===== config.mk =====
export PLATFORM = sky130hd
export DESIGN_NAME = adc_acquisition
export DESIGN_NICKNAME = d
export VERILOG_FILES = /design/src/rtl/adc_acq_pkg.sv /design/src/rtl/adc_acquisition_spi_sclk_gen.sv /design/src/rtl/adc_acquisition.sv
export SDC_FILE = /design/constraint.sdc
export NUM_CORES = 1
export LEC_CHECK = 0
export BUFFER_PORTS_ARGS = -buffer_cell sky130_fd_sc_hd__clkbuf_2
export CORE_MARGIN = 3
export CORE_UTILIZATION = 60
export DETAILED_ROUTE_END_ITERATION = 16
export GPL_TIMING_DRIVEN = 0
export PLACE_DENSITY = 0.86
export SYNTH_ARGS = -nofsm -noshare
export SYNTH_HDL_FRONTEND = slang
export SYNTH_HIERARCHICAL = 1
export SYNTH_SLANG_ARGS = --single-unit
export TNS_END_PERCENT = 50

===== constraint.sdc =====
create_clock -name clk -period 4.2 [get_ports clk]
set_input_delay 0.42 -clock clk [delete_from_list [all_inputs] [get_ports clk]]
set_output_delay 0.42 -clock clk [all_outputs]
set_load 0.01 [all_outputs]

===== src/rtl/adc_acq_pkg.sv =====
// Shared definitions for the three-channel ADC acquisition front-end:
// FSM encoding, frame geometry and the Iref offset-binary conversion.
package adc_acq_pkg;

    typedef enum logic [2:0] {
        ST_IDLE,
        ST_SETUP,
        ST_SHIFT,
        ST_LATCH,
        ST_QUIET
    } state_t;

    localparam int DATA_BITS  = 12;
    localparam int LEAD_ZEROS = 4;
    localparam int FRAME_BITS = LEAD_ZEROS + DATA_BITS;

    // Offset binary to two's complement: mid-scale 0x800 maps to zero.
    function automatic logic signed [DATA_BITS-1:0] offset_to_twos(
        input logic [DATA_BITS-1:0] raw
    );
        return {~raw[DATA_BITS-1], raw[DATA_BITS-2:0]};
    endfunction

endpackage


===== src/rtl/adc_acquisition_spi_sclk_gen.sv =====
// SPI serial-clock generator: CLK_DIV prescaler plus rising-edge counter.
// sclk idles high, starts with a falling edge and stays high after the frame.
module spi_sclk_gen
    import adc_acq_pkg::*;
#(
    parameter int CLK_DIV = 2
) (
    input  logic clk,
    input  logic rst,
    input  logic start,
    input  logic run,
    output logic sclk,
    output logic sample_en,
    output logic frame_done
);

    localparam logic [7:0] DIV_LAST   = 8'(CLK_DIV - 1);
    localparam logic [4:0] RISE_TOTAL = 5'(FRAME_BITS);

    logic [7:0] div_cnt;
    logic [4:0] rise_cnt;
    logic       tick;

    assign tick       = run && (div_cnt == DIV_LAST);
    assign sample_en  = tick && !sclk;
    // The half-period after the last rising edge is let run out before finishing.
    assign frame_done = tick && sclk && (rise_cnt == RISE_TOTAL);

    always_ff @(posedge clk or negedge rst) begin
        if (!rst) begin
            sclk     <= 1'b1;
            div_cnt  <= 8'd0;
            rise_cnt <= 5'd0;
        end else if (start) begin
            sclk     <= 1'b0;
            div_cnt  <= 8'd0;
            rise_cnt <= 5'd0;
        end else if (run) begin
            if (tick) begin
                div_cnt <= 8'd0;
                if (!frame_done) begin
                    sclk <= ~sclk;
                end
                if (sample_en) begin
                    rise_cnt <= rise_cnt + 5'd1;
                end
            end else begin
                div_cnt <= div_cnt + 8'd1;
            end
        end
    end

endmodule


===== src/rtl/adc_acquisition.sv =====
// Three-channel ADC acquisition: one trigger runs a shared-SPI frame and
// presents Vdc1/Vdc2/Iref as a coherent triple with a data_valid pulse.
module adc_acquisition
    import adc_acq_pkg::*;
#(
    parameter int CLK_DIV  = 2,
    parameter int CS_SETUP = 2,
    parameter int QUIET    = 4
) (
    input  logic                        clk,
    input  logic                        rst,
    input  logic                        trigger,
    input  logic                        miso_v1,
    input  logic                        miso_v2,
    input  logic                        miso_i,
    output logic                        cs_n,
    output logic                        sclk,
    output logic [DATA_BITS-1:0]        Vdc1,
    output logic [DATA_BITS-1:0]        Vdc2,
    output logic signed [DATA_BITS-1:0] Iref,
    output logic                        data_valid,
    output logic                        busy,
    output logic                        overrun
);

    localparam logic [7:0] SETUP_LAST = 8'(CS_SETUP);
    localparam logic [7:0] QUIET_LAST = 8'(QUIET - 1);

    state_t               state;
    state_t               next_state;
    logic [7:0]           cnt;
    logic                 setup_done;
    logic                 shifting;
    logic                 sample_en;
    logic                 frame_done;
    logic [DATA_BITS-1:0] sr_v1;
    logic [DATA_BITS-1:0] sr_v2;
    logic [DATA_BITS-1:0] sr_i;

    assign setup_done = (state == ST_SETUP) && (cnt == SETUP_LAST);
    assign shifting   = (state == ST_SHIFT);

    spi_sclk_gen #(
        .CLK_DIV(CLK_DIV)
    ) u_sclk_gen (
        .clk       (clk),
        .rst       (rst),
        .start     (setup_done),
        .run       (shifting),
        .sclk      (sclk),
        .sample_en (sample_en),
        .frame_done(frame_done)
    );

    always_ff @(posedge clk or negedge rst) begin
        if (!rst) begin
            state <= ST_IDLE;
        end else begin
            state <= next_state;
        end
    end

    always_comb begin
        next_state = state;
        case (state)
            ST_IDLE:  if (trigger)          next_state = ST_SETUP;
            ST_SETUP: if (setup_done)       next_state = ST_SHIFT;
            ST_SHIFT: if (frame_done)       next_state = ST_LATCH;
            ST_LATCH:                       next_state = ST_QUIET;
            ST_QUIET: if (cnt >= QUIET_LAST) next_state = ST_IDLE;
            default:                        next_state = ST_IDLE;
        endcase
    end

    // The quiet count starts at LATCH, so cs_n is high for QUIET cycles before
    // the next trigger can be sampled in IDLE.
    always_ff @(posedge clk or negedge rst) begin
        if (!rst) begin
            cnt        <= 8'd0;
            cs_n       <= 1'b1;
            busy       <= 1'b0;
            overrun    <= 1'b0;
            data_valid <= 1'b0;
        end else begin
            if ((next_state != state) && (next_state == ST_SETUP || next_state == ST_LATCH)) begin
                cnt <= 8'd0;
            end else if (state == ST_SETUP || state == ST_LATCH || state == ST_QUIET) begin
                cnt <= cnt + 8'd1;
            end
            cs_n       <= !((state == ST_SETUP || state == ST_SHIFT) && next_state != ST_LATCH);
            busy       <= (state != ST_IDLE) && (next_state != ST_IDLE);
            overrun    <= overrun | (trigger && state != ST_IDLE);
            data_valid <= (state == ST_LATCH);
        end
    end

    // Only the last DATA_BITS samples survive; the leading zeros shift out the top.
    always_ff @(posedge clk) begin
        if (sample_en) begin
            sr_v1 <= {sr_v1[DATA_BITS-2:0], miso_v1};
            sr_v2 <= {sr_v2[DATA_BITS-2:0], miso_v2};
            sr_i  <= {sr_i[DATA_BITS-2:0], miso_i};
        end
    end

    always_ff @(posedge clk or negedge rst) begin
        if (!rst) begin
            Vdc1 <= '0;
            Vdc2 <= '0;
            Iref <= '0;
        end else if (state == ST_LATCH) begin
            Vdc1 <= sr_v1;
            Vdc2 <= sr_v2;
            Iref <= offset_to_twos(sr_i);
        end
    end

endmodule


==> results.yml <==
critical_path:
  arrival_ns: 2.56
  cp-end-kind: "flip-flop"
  cp-start-kind: "flip-flop"
  path_max_fanout: 36
  crit_chain: "buf_6 > nand2b_1 > nor2_1 > buf_2 > inv_1 > nor4b_1 > and3_2"
  crit_path_top_delay_cell: "and3_2"
  path_class: "reg -> reg"
  slowest_delay_ns: 0.79
  cp.required_ns: 4.19
synth:
  yosysWarnings: 6
  synth-seq-cells: 101
  synth_edf_count: 36
  async_flop_share_pct: 64.36
  synthCells: 277
  syn_avg_cell_area_um2: 14.79
  yosysUniqueCellTypes: 49
  syn_nets: 289
  yosysTopAreaCell: "dfrtp_1"
  yosysMostFrequentCell: "dfrtp_1"
  synth_common_cells: "dfrtp_1 (63), edfxtp_1 (36), mux2_2 (29)"
  seq_area_frac_synth_pct: 66.14
  synthFlopType: "dfrtp_1"
  yosys.area.top_type_share_pct: 38.47
  yosys-top-cells-area: "dfrtp_1 (38%), edfxtp_1 (26%), mux2_2 (8.0%)"
  synth_area_mm2: 0.004098
drt:
  drt_iter0_drc: 85
  vias_per_cell: 5.625
  drc: 0
  vias: 2340
  wl_per_cell_um: 16.33
  routed_wl_um: 6793
  firstDrtPassIters: 4
  drt.antenna.violating_nets: 0
final_layout:
  final_core_util_pct: 70.85
  area_delta_synth_final_pct: 12.31
  drive_above_1_share_pct: 35.10
  fin_nets: 346
  diodes: 0
power_and_ir_drop:
  p_clk_share_pct: 18.5
  power_density_mw_per_mm2: 648.8
  p_sw_mw: 0.9995
  internal-power_mw: 1.986
  p_sw_share_pct: 33.48
  p_leak_nw: 2.026
  pwr-share-comb_pct: 33.3
  ir_drop_mv: 0.3081
  seqPwrFrac_pct: 48.2
placement:
  dpl.hpwl_um: 4604
  routabilityCongestion: 0.8567
  port_buffers: 46
floorplan:
  die_y_um: 88.64
  num_rows: 29
  core-area_mm2: 0.006495
  die_width_um: 88.64
  io_pins: 47
  dieArea_mm2: 0.007857
  start_util_pct: 63.09
grt:
  antenna_found_initial: 0
  grt_pass1_wl_um: 11050
  grt_pass1_vias: 2253
  grt.overflow.total: 0
  grt_max_degree: 66
  grt.total_usage_pct: 18.92
job:
  drv_cap: 0
clock_tree:
  cts_buffers: 9
  clkSinkCount: 101
  cts-root-buf: "clkbuf_8"
  cts_hold_buffers: 0
  postCtsSetupRepairBufs: 0
  cts_resized: 0
  cts_tree: "done"
  clk_pin_slew_worst_paths_ns: 0.09
  htreeDepth: 3
  clkLatencyLatePin_ns: 0.35
  clock_path_buffers: 2
sta:
  worst_slew_pin_slew_ns: 0.8805
  slew_headroom_pct: 41.30
  hold_viol: 0
  rsz0062_at_grt: "no"
  slew_violations: 0
  finalCriticalPeriod_ns: 2.569
  min_period_over_period_pct: 61.17
  finalSetupViolations: 0
  timing.hold.ws_ns: 0.2006
  max_freq_mhz: 389.2
  final.setup.tns_ns: 0
  skew_ns: 0.006059
min_path:
  min_path_type: "in -> async"
outcome:
  outcome: "finished clean"
==> power by group through the flow <==
stage | clock network (mW) | logic, mW | registers, mW
finish | 0.553 | 0.995 | 1.44
global route | 0.612 | 1.09 | 1.47
CTS | 0.569 | 1.01 | 1.44
detailed placement | 0 | 1.01 | 1.46
global placement | 0 | 0.962 | 1.44
floorplan | 0 | 0.585 | 1.52
==> per-layer routing <==
| layer | vias up | part of all wire (%) | GRT usage [%] |
|---|---|---|---|
| met1 | 1167 | 45 | 25.16 |
| met4 | 0 | 1.3 | 7.555 |
| met3 | 6 | 2.9 | 4.655 |
| met5 | - | 0 | 0 |
| li1 | 1125 | - | - |
| met2 | 42 | 51 | 30.09 |
==> state kept, by name, indices dropped and copies added, names as in the netlist, 3 cells and up <==
name and cells:
sr_v2 12, u_sclk_gen/rise_cnt 5, Vdc2 12, state 3, cnt 8, sr_i 12, u_sclk_gen/div_cnt 8, Iref 12
Vdc1 12, sr_v1 12
==> placed cells by master (no fill, tap or decap), types with 4 or more instances in the layout <==
cell	count
buf_6	5
o21ai_0	15
clkbuf_2	46
nor2_1	12
clkbuf_8	9
mux2i_1	8
mux2_4	6
nand2_1	13
inv_1	10
mux2_2	29
o2111ai_1	4
clkbuf_1	4
edfxtp_1	36
nor3_1	9
dfrtp_1	63
ha_1	6
==> area by class of cell <==
type                    count  area [µm²]
plain buffers              12       87.58
clock buffers              10       127.6
clock inverters             6       47.55
fillers                   413        1893
inverters                  10       37.54
multi-input cells         154        1262
flip-flops and latches    101        2710
well taps                  77       96.34
repair buffers             46       232.7
==> final timing paths <==
path	start	endpoint	cells past startpoint	slack [ns]
setup / recovery	state[0]$_DFF_PN0_	sr_v2[1]$_DFFE_PP_	7	1.63
hold / removal	rst	u_sclk_gen/div_cnt[0]$_DFFE_PN0P_	1	0.20
setup reg to reg	state[0]$_DFF_PN0_	sr_v2[1]$_DFFE_PP_	7	1.63
hold reg to reg	sr_i[10]$_DFFE_PP_	sr_i[11]$_DFFE_PP_	0	0.45
max in group asynchronous	rst	Vdc1[0]$_DFFE_PN0P_	1	3.44
min in group clk	miso_v1	sr_v1[0]$_DFFE_PP_	1	0.24
==> cell families after synthesis <==
family,after synthesis,share of synthesized area (%)
multiplexers,43,12.12
adder cells (fa/ha/maj),6,1.832
XOR/XNOR,5,1.069
AND/OR/NAND/NOR,63,9.954
flip-flops,101,66.14
AO/OA/AOI/OAI,37,5.832
buffers and inverters,22,3.053
==> worst max-delay path: cells and delay by family (launching register included) <==
kind          cells  cell delay [ns]
simple gates      4             1.36
buf+inv           3             0.43
flops             1             0.39
==> through the flow <==
step	std cells	worst slack, ns	area [µm²]	power, mW
global placement	400	1.684	4424	2.406
floorplan	277	1.998	4098	2.102
CTS	416	1.643	4602	3.019
finish	416	1.631	4602	2.986
global route	416	1.548	4602	3.172
detailed placement	400	1.658	4427	2.467
No activity file was read; power rests on OpenSTA's default activity.
